==> src/rtl/uart_tx_sched.sv <==
// uart_tx_sched: round-robin scheduler sharing one 8N1 UART transmit line and
// its baud generator among N_REQ byte requesters. The generator's enable
// (bps_start) is held for a whole frame. Each bps_clk pulse advances the
// frame by one bit.
module uart_tx_sched #(
  parameter int N_REQ = 4,
  parameter int IW    = 2            // must equal $clog2(N_REQ)
) (
  input  logic               clk,
  input  logic               rst,
  input  logic [N_REQ-1:0]   req,
  input  logic [8*N_REQ-1:0] data,
  input  logic               bps_clk,
  output logic [N_REQ-1:0]   grant,
  output logic               done,
  output logic [IW-1:0]      done_id,
  output logic               busy,
  output logic               bps_start,
  output logic               txd
);

  typedef enum logic {IDLE, FRAME} state_t;

  state_t           state_q, state_d;
  logic [3:0]       pcnt_q, pcnt_d;
  logic [7:0]       shreg_q, shreg_d;
  logic [IW-1:0]    cur_id_q, cur_id_d;
  logic [IW-1:0]    last_q, last_d;
  logic             txd_d, bps_d, done_d;
  logic [IW-1:0]    done_id_d;
  logic [N_REQ-1:0] grant_d;

  logic             win_vld;
  logic [IW-1:0]    win_id;
  logic [7:0]       win_byte;
  logic [2:0]       bit_idx;
  int               idx;

  // Round-robin pick: scan from last winner + 1, wrapping, first active req wins
  always_comb begin
    win_vld  = 1'b0;
    win_id   = '0;
    idx      = 0;
    win_byte = '0;
    for (int off = 1; off <= N_REQ; off++) begin
      idx = int'(last_q) + off;
      if (idx >= N_REQ) idx = idx - N_REQ;
      if (!win_vld && req[idx[IW-1:0]]) begin
        win_vld = 1'b1;
        win_id  = IW'(idx);
      end
    end
    for (int i = 0; i < N_REQ; i++)
      if (win_id == IW'(i)) win_byte = data[8*i +: 8];
  end

  // Next-state and next-output logic; every output is registered below
  always_comb begin
    state_d   = state_q;
    pcnt_d    = pcnt_q;
    shreg_d   = shreg_q;
    cur_id_d  = cur_id_q;
    last_d    = last_q;
    txd_d     = txd;
    bps_d     = bps_start;
    grant_d   = '0;
    done_d    = 1'b0;
    done_id_d = done_id;
    // pcnt 1..8 selects data bits 0..7 (pcnt 8 wraps to index 7)
    bit_idx   = pcnt_q[2:0] - 3'd1;
    case (state_q)
      IDLE: begin
        // Idle is always at least one cycle with bps_start low so the
        // generator restarts its count for every frame; stray bps_clk ignored.
        txd_d = 1'b1;
        bps_d = 1'b0;
        if (win_vld) begin
          shreg_d          = win_byte;
          cur_id_d         = win_id;
          last_d           = win_id;
          grant_d[win_id]  = 1'b1;
          bps_d            = 1'b1;
          pcnt_d           = '0;
          state_d          = FRAME;
        end
      end
      FRAME: begin
        if (bps_clk) begin
          pcnt_d = pcnt_q + 4'd1;
          if (pcnt_q == 4'd0)      txd_d = 1'b0;              // start bit
          else if (pcnt_q <= 4'd8) txd_d = shreg_q[bit_idx];  // data, LSB first
          else if (pcnt_q == 4'd9) txd_d = 1'b1;              // stop bit
          else begin                                          // stop bit elapsed
            bps_d     = 1'b0;
            done_d    = 1'b1;
            done_id_d = cur_id_q;
            state_d   = IDLE;
          end
        end
      end
      default: state_d = IDLE;
    endcase
  end

  // State and output registers with synchronous reset; reset abandons any frame
  always_ff @(posedge clk) begin
    if (rst) begin
      state_q   <= IDLE;
      pcnt_q    <= '0;
      shreg_q   <= '0;
      cur_id_q  <= '0;
      last_q    <= IW'(N_REQ - 1);
      txd       <= 1'b1;
      bps_start <= 1'b0;
      grant     <= '0;
      done      <= 1'b0;
      done_id   <= '0;
    end else begin
      state_q   <= state_d;
      pcnt_q    <= pcnt_d;
      shreg_q   <= shreg_d;
      cur_id_q  <= cur_id_d;
      last_q    <= last_d;
      txd       <= txd_d;
      bps_start <= bps_d;
      grant     <= grant_d;
      done      <= done_d;
      done_id   <= done_id_d;
    end
  end

  assign busy = (state_q == FRAME);

endmodule
==> config.mk <==
export PLATFORM = sky130hd
export DESIGN_NAME = uart_tx_sched
export DESIGN_NICKNAME = d
export VERILOG_FILES = /design/src/rtl/uart_tx_sched.sv
export SDC_FILE = /design/constraint.sdc
export NUM_CORES = 1
export LEC_CHECK = 0
export CAP_MARGIN = 20
export CORE_MARGIN = 1.5
export CORE_UTILIZATION = 41
export DETAILED_ROUTE_END_ITERATION = 8
export PLACE_DENSITY = 0.72
export SYNTH_ARGS = -nofsm -noshare
export SYNTH_HDL_FRONTEND = slang
export SYNTH_SLANG_ARGS = --single-unit
==> constraint.sdc <==
create_clock -name clk -period 1.7 [get_ports clk]
set_input_delay 0.34 -clock clk [delete_from_list [all_inputs] [get_ports clk]]
set_output_delay 0.34 -clock clk [all_outputs]
set_load 0.005 [all_outputs]
Word-level counts from Yosys, hierarchy flattened --
Cells that the tools add are included.
Word-level totals: register bits after elaboration 26, bits of input ports 39, output and inout port bits 10, logic and storage cells 112
Operators by class: add/sub/neg operators 10, order comparisons 12, eq/ne operators 10, mux-type cells 48, bitwise operators 6, reduce and logical (&&, ||, !) cells 16
Operator list (number):
- $mux 8 | 4
- $mux 1 | 24
- $mux 2 | 8
- $lt 2x3->1 const B | 5
- $ne 2x2->1 const B | 5
- $ge 3x3->1 const B | 3
- $bmux 1 s2 | 4
- $mux 4 | 2
- $pmux 4 s2 | 1
- $sub 2x1->2 const B | 4
- $add 2x2->3 const B | 2
- $not 1->1 | 6
- $pmux 1 s2 | 3
- $reduce_and 2->1 | 3
- $reduce_and 5->1 | 1
- $reduce_or 5->1 | 1
- $add 2x3->4 const B | 1
- $add 4x1->4 const B | 1
- $eq 2x2->1 const B | 2
- $eq 4x4->1 const B | 1
- $ge 4x3->1 const B | 1
- $le 4x4->1 const B | 1
- $logic_and 1x1->1 | 4
- $logic_not 4->1 | 1
- 12 further kinds | 14

Depth between registers and ports, before layout --
Gate-level depths: netlist (run 1).
depth in word-level cells 20, mapped depth 7, gate-level depth less buffers 7

Least setup slack after synthesis (run 1) --
Ideal clock, no wire load.
path kind reg2reg, start point reg pcnt_q[0], end point reg txd, setup time 0.134 ns, arrival 1.741 ns, required time 1.566 ns, path slack -0.175 ns, stages on the path, launching flop included 7, buffers on the path 0, clock period less this slack 1.875 ns, cell sequence dfxtp_1 > inv_1 > ha_1 > mux4_2 > mux2_2 > nand2_1 > a31oi_1
Between the ends: longest elaborated chain between the ends 7, elaborated cells on any way between the ends 12, classes of those cells add/sub (1); order compare (1); eq/ne (2); mux (6); reduce/logical (2)
Ends and longest elaborated chain:
- from (decl) | line 25 | logic [3:0] pcnt_q, pcnt_d;
- from (signal assigned) | line 120 | pcnt_q <= pcnt_d;
- $sub 3x1->3 | line 70 | bit_idx = pcnt_q[2:0] - 3'd1;
- $bmux 1 s3 | line 91 | else if (pcnt_q <= 4'd8) txd_d = shreg_q[bit_idx];
- $mux 1 (not written as such) | line 91
- $mux 1 | line 91
- $mux 1 | line 90 | if (pcnt_q == 4'd0) txd_d = 1'b0;
- $mux 1 | line 88 | if (bps_clk) begin
- $pmux 1 s2 | line 71 | case (state_q)
- to (signal assigned) | line 124 | txd <= txd_d;
- to (decl) | line 19 | output logic txd
Parallel ways exist; a longest one is shown, timed or not. The select of a mux whose other input is x is not followed. A chain may end at the register's enable or synchronous reset.

Final worst setup path (run 1) --
Same ends and word-level chain as after synthesis.

==> metrics, run 1 <==
H-Tree Depth=1; Vias=1,549; max-slew violation count=0; post-layout power=1.44 mW; Mapped Nets=207; total grt overflow=0; Cell Area, Synth=1500 sq um; Initial Util=44.0%; synth warn=0; r2r startpoint=pcnt_q[0]; Synth Area per Inst=9.16 sq um; Clk pin slew, worst setup/hold paths=140 ps; CP required=1910 ps; Core ar.=3420 sq um; most frequent cells in the layout=clkdlybuf4s50_1 (45), buf_4 (27), dfxtp_1 (23), nor2_1 (21), nand2_1 (17); Lkg Pwr=0.956 nW; 1st-iter DRT viols=89; pwr dens=607 nW/um^2; Worst Path Arrival=1950 ps; # setup viols final=11; status=finished with violations; die height=63.5 um; fillers=268; final period utilization=102%; layout cells sized above 1=30.4%; Int Power=1.01 mW; Reg power frac=47.3%; switch share=29.7%; nets=281; CTS Sinks=26; synth unique cells=40; drt drc=0; cell count after synthesis=164; dpl hpwl=3.06 mm; dpl ws=-546 ps; Critical Path End Type=flop; CTS tree=done; setup ws final=-40.0 ps; clock root buffer master=clkbuf_4; violated checks=negative setup slack; max-cap violations=0; vias in the first global route=1,444; Worst Path Max Fanout=2; Tmin final=1740 ps; Synth Register Bits=26; Hold Buf Count CTS=0; Worst IR Drop VDD=0.000340 V; Setup TNS=-158 ps; sequential-to-total area share from yosys stat=34.7%; startpoint class of the critical path=flop; DR vias/cell=5.47; Worst R2R Setup Slack=-40 ps; drt wl/cell=15.3 um; setup repair after global routing missed its margin=yes; final wirelength=4.33 mm; P_sw=0.426 mW; post-route ant nets=0; critical path class=reg2reg; worst reg2reg path endpoint=txd; min-delay src=cur_id_q[1]; Final Wtd Congestion=0.838; clock share of power=18.2%; first-pass GRT wire length=6.48 mm; I/O pin cnt=49; die width=63.5 um; Max Buffers Root-to-Sink=2; WHS Endpoint=done_id[1]; FF+latch area=529 sq um; GR Util All Layers=20.1%; Multi-input gate area=1040 sq um; P&R area growth vs syn=57.7%; Register-to-Register Path Depth=6; worst-margin pin slew=354 ps; Antenna diodes=0; Worst Skew=12.2 ps; TritonRoute pass-1 iters=4; Max Freq=575 MHz; largest net degree at the start of global routing=15; Port Buf Inserts=48; Tightest Hold Check Type=reg2reg; combinational share of power=34.5%; Max transition margin=75.8%; most common cell after layout, fill and taps aside=clkdlybuf4s50_1; WHS Path Cells=2; die area=4030 sq um; initial antenna violation count=0; Row Count=21; clk_lat worst skew=310 ps; CTS buffer count=3; Fin. Hold Viols=0
state kept, by name, summed over array words and instances, names as in the netlist:
| name | flops |
|---|---|
| pcnt_q | 4 |
| grant | 4 |
| bps_start | 1 |
| shreg_q | 8 |
| last_q | 2 |
| done_id | 2 |
| busy | 1 |
| cur_id_q | 2 |
| txd | 1 |
| done | 1 |
metal layers:
layer	track usage (%)	vias up	part of all wire, %
li1	-	761	-
met1	23.2	707	39
met2	35.7	73	53
met3	4.46	8	6.8
met4	8.15	0	1.3
met5	0	-	0
synthesized netlist by cell type:
library cell / n / area (sq um)
o21bai_1: 9 / 67.6
nor2b_1: 1 / 6.26
mux2i_1: 10 / 100
a221oi_1: 8 / 70.1
buf_12: 2 / 40.0
clkbuf_1: 1 / 3.75
a311oi_1: 1 / 8.76
nor2_1: 21 / 78.8
buf_2: 1 / 5.00
o21ai_2: 1 / 8.76
xnor2_1: 1 / 8.76
a31oi_1: 2 / 12.5
nand3_1: 1 / 5.00
nor3b_1: 1 / 7.51
nor4b_1: 1 / 8.76
buf_16: 1 / 27.5
o21a_1: 1 / 7.51
o22ai_1: 1 / 6.26
nor4_1: 2 / 12.5
a211o_1: 1 / 8.76
nand2b_1: 1 / 6.26
a21o_4: 1 / 15.0
mux2_2: 1 / 11.3
nand2_1: 19 / 71.3
a21oi_1: 5 / 25.0
o211ai_1: 1 / 7.51
dfxtp_1: 26 / 521
a32oi_1: 1 / 8.76
ha_1: 4 / 50.1
buf_6: 1 / 11.3
or4_4: 1 / 11.3
mux4_2: 2 / 45.0
inv_1: 7 / 26.3
o21ai_0: 5 / 25.0
or3b_1: 1 / 8.76
or2_2: 1 / 6.26
nor3_1: 5 / 25.0
clkbuf_8: 3 / 41.3
a211oi_1: 11 / 82.6
a2111oi_0: 1 / 8.76
through the flow:
stage / hold WS [ps] / instances / instance area (sq um) / util [%]
after floorplan: 432 / 164 / 1520 / -
after global placement: 447 / 275 / 2120 / 62.1
after detailed placement: 454 / 275 / 2120 / 62.1
after CTS: 472 / 282 / 2250 / 65.8
after global routing: 495 / 283 / 2370 / 69.3
final: 473 / 283 / 2370 / 69.3
cell type report:
type                    count  area share, %
clock buffers               4           1.11
inverters                   7           1.22
multi-input cells         125           43.9
flip-flops and latches     26           22.3
well taps                  46           2.43
repair buffers             75           29.0
power by group through the flow:
stage / sequential, mW / clock [mW] / combinational (mW)
floorplan: 0.685 / 0 / 0.237
global placement: 0.686 / 0 / 0.387
detailed placement: 0.688 / 0 / 0.399
CTS: 0.676 / 0.269 / 0.445
global route: 0.685 / 0.297 / 0.529
finish: 0.680 / 0.261 / 0.496
repair_timing:
item	in CTS	in global routing
setup endpoints to repair	16	19
buffers inserted	0	1
gates cloned	3	0
pin swaps	1	2
gates resized for setup	17	26
cell families (layout without fill, tap and decap cells):
logic type	count (synthesis)	after routing	share of synthesized area [%]
buffers and inverters	16	86	10.3
flip-flops	26	26	34.7
multiplexers	13	13	10.4
XOR/XNOR	1	1	0.583
AO/OA/AOI/OAI	49	51	24.2
adder cells (fa/ha/maj)	4	4	3.33
AND/OR/NAND/NOR	55	56	16.5
worst max-delay path by stage:
stage                  to  slack, ps       from  cells after the start
3_3_place_gp   shreg_q[3]       -390     req[0]                      6
4_1_cts               txd        -40  pcnt_q[0]                      6
2_1_floorplan  shreg_q[1]          1     req[1]                      6
5_1_grt        shreg_q[1]        -90     req[0]                      8
3_5_place_dp   shreg_q[3]       -550     req[0]                      6
6_report              txd        -40  pcnt_q[0]                      6
critical path, stage by stage (launching register included):
cell and delay (ps):
dfxtp_4 390, inv_4 40, ha_4 260, mux4_2 520
mux2_4 290, nand2_2 60, a31oi_1 60
Power figures use the tool's default switching activity.
==> run 2: changes to the inputs <==
- CORE_UTILIZATION: 41 -> 45
- DONT_BUFFER_PORTS: not set -> 1
- PLACE_DENSITY: 0.72 -> 0.59
==> metrics, run 2 (synthesis results as in run 1) <==
status=finished with violations; violated checks=negative setup slack; clock share of power=24.0% (+5.8 points); Tightest Hold Check Type=in2reg; dpl hpwl=2.50 mm (-18%); P&R area growth vs syn=12.0%; setup ws final=-26.1 ps (+13.8 ps); die area=3690 sq um (-8.5%); Worst Path Arrival=1940 ps (about the same); Worst Skew=6.29 ps (-5.87 ps); GR Util All Layers=18.8% (-1.3 points); initial antenna violation count=0 (unchanged); setup repair after global routing missed its margin=yes; switch share=28.3% (-1.4 points); final wirelength=3.50 mm (-19%); CTS buffer count=3 (unchanged); Setup TNS=-26.1 ps (+132 ps); drt wl/cell=16.0 um (+4.6%); FF+latch area=529 sq um (unchanged); max-cap violations=0 (unchanged); total grt overflow=0 (unchanged); Crit path largest cell delay=510 ps (about the same); I/O pin cnt=49 (unchanged); Largest Register=shreg_q; layout cells sized above 1=25.7% (-4.7 points); DR vias/cell=6.02 (+10%); max FFs per register=8 (unchanged); nets=219 (-22%); clock root buffer master=clkbuf_4; Critical Path End Type=flop; Tmin final=1730 ps (-13.8 ps); max-slew violation count=0 (unchanged); # setup viols final=1 (-10); pwr dens=761 nW/um^2 (+25%); Max transition margin=63.7% (-12 points); Core ar.=3100 sq um (-9.2%); critical path class=reg2reg; final period utilization=102% (-0.81 points); Reg power frac=52.8% (+5.5 points); Port Buf Inserts=0 (-100%); Largest regs=shreg_q x8, grant x4, pcnt_q x4; Multi-input gate area=930 sq um (-11%); Max Buffers Root-to-Sink=2 (unchanged); clk_lat worst skew=320 ps (about the same); Worst IR Drop VDD=0.000289 V (-15%); fin cells=219 (-23%); Crit-path slowest cell=mux4_2; most frequent cells in the layout=dfxtp_1 (23), nor2_1 (21), nand2_1 (18), buf_4 (14), a211oi_1 (10); TritonRoute pass-1 iters=4 (unchanged); Final Wtd Congestion=0.916 (+9.3%); largest net degree at the start of global routing=27 (+12); Row Count=20 (-4.8%); most common cell after layout, fill and taps aside=dfxtp_1; die height=60.8 um (-4.3%); first-pass GRT wire length=5.22 mm (-19%); Cell Chain, Critical Path=inv_2, ha_4, mux4_2, mux2_2, nand2_1, a31oi_1; Int Power=0.918 mW (-9.2%); vias in the first global route=1,219 (-16%); CTS tree=done; fillers=315 (+18%); Initial Util=48.4% (+4.4 points); CTS Sinks=26 (unchanged); 1st-iter DRT viols=44 (-51%); Clk pin slew, worst setup/hold paths=140 ps (about the same); die width=60.8 um (-4.3%); Lkg Pwr=0.668 nW (-30%); Worst Path Max Fanout=3 (+1); startpoint class of the critical path=flop; drt drc=0 (unchanged); fin util=54.2% (-15 points); P_sw=0.362 mW (-15%); dpl ws=-82.3 ps (+464 ps); Fin. Hold Viols=0 (unchanged); H-Tree Depth=1 (unchanged); post-route ant nets=0 (unchanged); cell count after placement=212 (-23%); Max Freq=579 MHz (+0.80%); CP required=1910 ps (about the same); Antenna diodes=0 (unchanged); Vias=1,318 (-15%); worst-margin pin slew=541 ps (+187 ps); Hold Buf Count CTS=0 (unchanged); combinational share of power=23.2% (-11 points)
==> run 2: cell types whose count changed in the layout (fill, tap and decap cells not counted), moves of 3 or more <==
cell             delta
mux2i_1             +3
a211oi_2            -5
a211oi_1            +5
buf_4              -13
clkdlybuf4s50_1    -45
mux2i_2             -3
==> run 2: area by class of cell <==
type,count,share of cell area [%]
clock buffers,4,2.16
well taps,44,3.27
inverters,7,1.56
multi-input cells,124,55.3
repair buffers,14,6.25
flip-flops and latches,26,31.5
==> run 2: routing by layer <==
| layer | up-vias | routed length [um] | track usage (%) |
|---|---|---|---|
| li1 | 640 | - | - |
| met4 | 0 | 62 | 8.07 |
| met1 | 623 | 1530 | 23.2 |
| met5 | - | 0 | 0 |
| met2 | 49 | 1670 | 31.0 |
| met3 | 6 | 233 | 4.90 |
==> run 2: metrics by stage <==
step,power (mW),hold WS [ps],instance area [sq um]
after floorplan,0.923,432,1520
after global placement,0.934,407,1540
after detailed placement,0.940,412,1540
after CTS,1.25,47.7,1590
after global routing,1.36,29.4,1680
final,1.28,63.7,1680
==> run 2: critical path, delay by kind of cell (launching register included) <==
family,cells,cell delay [ps]
adder cells (fa/ha/maj),1,280
buffers and inverters,1,60
AND/OR/NAND/NOR,1,70
AO/OA/AOI/OAI,1,70
flip-flops,1,370
multiplexers,2,780
==> run 2: repair_timing <==
item                       in CTS  in global routing
resized for setup               2                 17
gates cloned                    0                  2
setup endpoints to repair       2                 14
setup buffers                   0                  1
pin swaps                       1                  2
==> run 2: power groups by stage <==
| stage | logic, mW | registers (mW) | clock network [mW] |
|---|---|---|---|
| final | 0.297 | 0.676 | 0.307 |
| after global routing | 0.325 | 0.682 | 0.353 |
| after CTS | 0.256 | 0.674 | 0.321 |
| after detailed placement | 0.253 | 0.688 | 0 |
| after global placement | 0.246 | 0.688 | 0 |
| after floorplan | 0.237 | 0.685 | 0 |
==> run 2: path summary, 6_finish.rpt <==
kind                               endpoint  slack (ps)  cells past startpoint   startpoint
worst min register to register  cur_id_q[1]         470                      2  cur_id_q[1]
worst max register to register          txd         -30                      6    pcnt_q[1]
worst max-delay path                    txd         -30                      6    pcnt_q[1]
worst min-delay path              pcnt_q[1]          60                      1          rst
==> run 3: changes to the inputs <==
- PLACE_DENSITY: 0.59 -> 0.69
==> metrics, run 3 (synthesis results as in run 1) <==
H-Tree Depth=1 (unchanged); setup repair after global routing missed its margin=yes; Fin. Hold Viols=0 (unchanged); WHS=59.8 ps (-3.92 ps); Crit path largest cell delay=500 ps (about the same); CTS Sinks=26 (unchanged); Crit path max-delay family=multiplexers; Register-to-Register Path Depth=6 (unchanged); Worst R2R Setup Slack=-9 ps (+20 ps); Worst IR Drop VDD=0.000361 V (+25%); critical path class=reg2reg; GR Util All Layers=18.5% (-0.33 points); vias in the first global route=1,159 (-4.9%); final period utilization=101% (-1.0 points); Max Buffers Root-to-Sink=2 (unchanged); drt wl/cell=15.8 um (-1.3%); Max transition margin=69.9% (+6.2 points); drt drc=0 (unchanged); die height=60.8 um (unchanged); worst reg2reg path endpoint=txd; Largest Register=shreg_q; largest net degree at the start of global routing=27 (unchanged); pwr dens=769 nW/um^2 (+0.93%); post-placement cell area=1530 sq um (-0.49%); startpoint class of the critical path=flop; critical path buffer and inverter count=1 (unchanged); clk_lat worst skew=330 ps (about the same); CP startpoint=pcnt_q[0]; max-slew violation count=0 (unchanged); most frequent cells in the layout=dfxtp_1 (23), nor2_1 (21), nand2_1 (18), buf_4 (12); Tmin final=1710 ps (-17.1 ps); Max Freq=585 MHz (+1.0%); initial antenna violation count=0 (unchanged); die width=60.8 um (unchanged); Critical Path Sink=txd; Antenna diodes=0 (unchanged); Vias=1,269 (-3.7%); violated checks=negative setup slack; highest routed layer=met4; Lkg Pwr=0.668 nW (about the same); Tightest Hold Check Type=in2reg; met1 WL=1.47 mm (-4.3%); max-cap violations=0 (unchanged); P&R area growth vs syn=11.3%; Worst Skew=6.18 ps (-0.106 ps); cell count after placement=211 (-0.47%); post-route ant nets=0 (unchanged); Row Count=20 (unchanged); Initial Util=48.4% (unchanged); I/O pin cnt=49 (unchanged); fin cells=217 (-0.91%); Crit-path slowest cell=mux4_2; Final Wtd Congestion=0.713 (-22%); CTS buffer count=3 (unchanged); clock root buffer master=clkbuf_4; nets=217 (-0.91%); Critical Path End Type=flop; layout cells sized above 1=24.3% (-1.4 points); r2r startpoint=pcnt_q[0]; dpl hpwl=2.44 mm (-2.3%); first-pass GRT wire length=5.13 mm (-1.9%); critical path depth=6 (unchanged); max FFs per register=8 (unchanged); # setup viols final=1 (unchanged); routed wl met3=200 um (-14%); Hold Buf Count CTS=0 (unchanged); Core ar.=3100 sq um (unchanged); Port Buf Inserts=0 (unchanged); CP required=1910 ps (about the same); most common cell after layout, fill and taps aside=dfxtp_1; status=finished with violations; DR vias/cell=5.85 (-2.8%); Largest regs=shreg_q x8, grant x4, pcnt_q x4; Post CTS Setup Buffer Count=0 (unchanged); total grt overflow=0 (unchanged); 1st-iter DRT viols=24 (-45%); final wirelength=3.42 mm (-2.2%); routed wl met2=1.71 mm (+2.0%); Worst Path Max Fanout=2 (-1); Worst Path Arrival=1920 ps (-20 ps); Cell Chain, Critical Path=inv_2, ha_4, mux4_2, mux2_4, nand2_1, a31oi_1; die area=3690 sq um (unchanged); setup ws final=-9.08 ps (+17.1 ps); TritonRoute pass-1 iters=4 (unchanged); worst-margin pin slew=440 ps (-101 ps); Clk pin slew, worst setup/hold paths=140 ps (about the same); final instance area=1670 sq um (-0.60%); CTS tree=done
-- run 3: changes by cell type in the layout (fill, tap and decap cells not counted), sizes merged --
cell,delta
buf,-2
-- run 3: worst min path at each step --
stage                        endpoint   startpoint  slack [ps]  cells past startpoint
after detailed placement    pcnt_q[0]          rst         410                      1
after floorplan            done_id[1]  cur_id_q[1]         430                      2
after CTS                   pcnt_q[0]          rst          50                      1
after global placement      pcnt_q[0]          rst         410                      1
final                       pcnt_q[0]          rst          60                      1
after global routing      cur_id_q[1]          rst          50                      1
-- run 3: timing repair --
action,in CTS,in global routing
resized for setup,3,15
pin swaps,0,3
endpoints found under the setup margin,3,12
gates cloned,0,2
endpoints found under the hold margin,0,0
-- run 3: where the power goes --
| group | leakage, nW | switching [mW] | internal (mW) |
|---|---|---|---|
| Clock | 0.0210 | 0.185 | 0.131 |
| Combinational | 0.432 | 0.158 | 0.134 |
| Sequential | 0.215 | 0.0274 | 0.649 |
| Total | 0.668 | 0.370 | 0.915 |
-- run 3: cell type report --
class                           instances  area, sq um
Clock buffer                            4         36.3
Tap cell                               44         55.1
Multi-Input combinational cell        124          935
Timing Repair Buffer                   12         90.1
Sequential cell                        26          529
Inverter                                7         26.3
Fill cell                             314         1430
-- run 3: routing by layer --
| metal | vias up | track usage, % |
|---|---|---|
| li1 | 634 | - |
| met1 | 589 | 24.8 |
| met2 | 40 | 29.3 |
| met3 | 6 | 3.62 |
| met4 | 0 | 7.45 |
| met5 | - | 0 |
-- run 3: stage by stage --
stage / TNS (ps) / worst slack (ps) / power, mW / util [%]
finish: -9.08 / -9.08 / 1.28 / 53.9
floorplan: 0 / 1.23 / 0.923 / -
detailed placement: -54.9 / -27.2 / 0.935 / 49.4
global route: -150 / -57.6 / 1.34 / 53.9
global placement: 0 / 1.57 / 0.923 / 49.4
CTS: -13.0 / -6.73 / 1.25 / 51.0
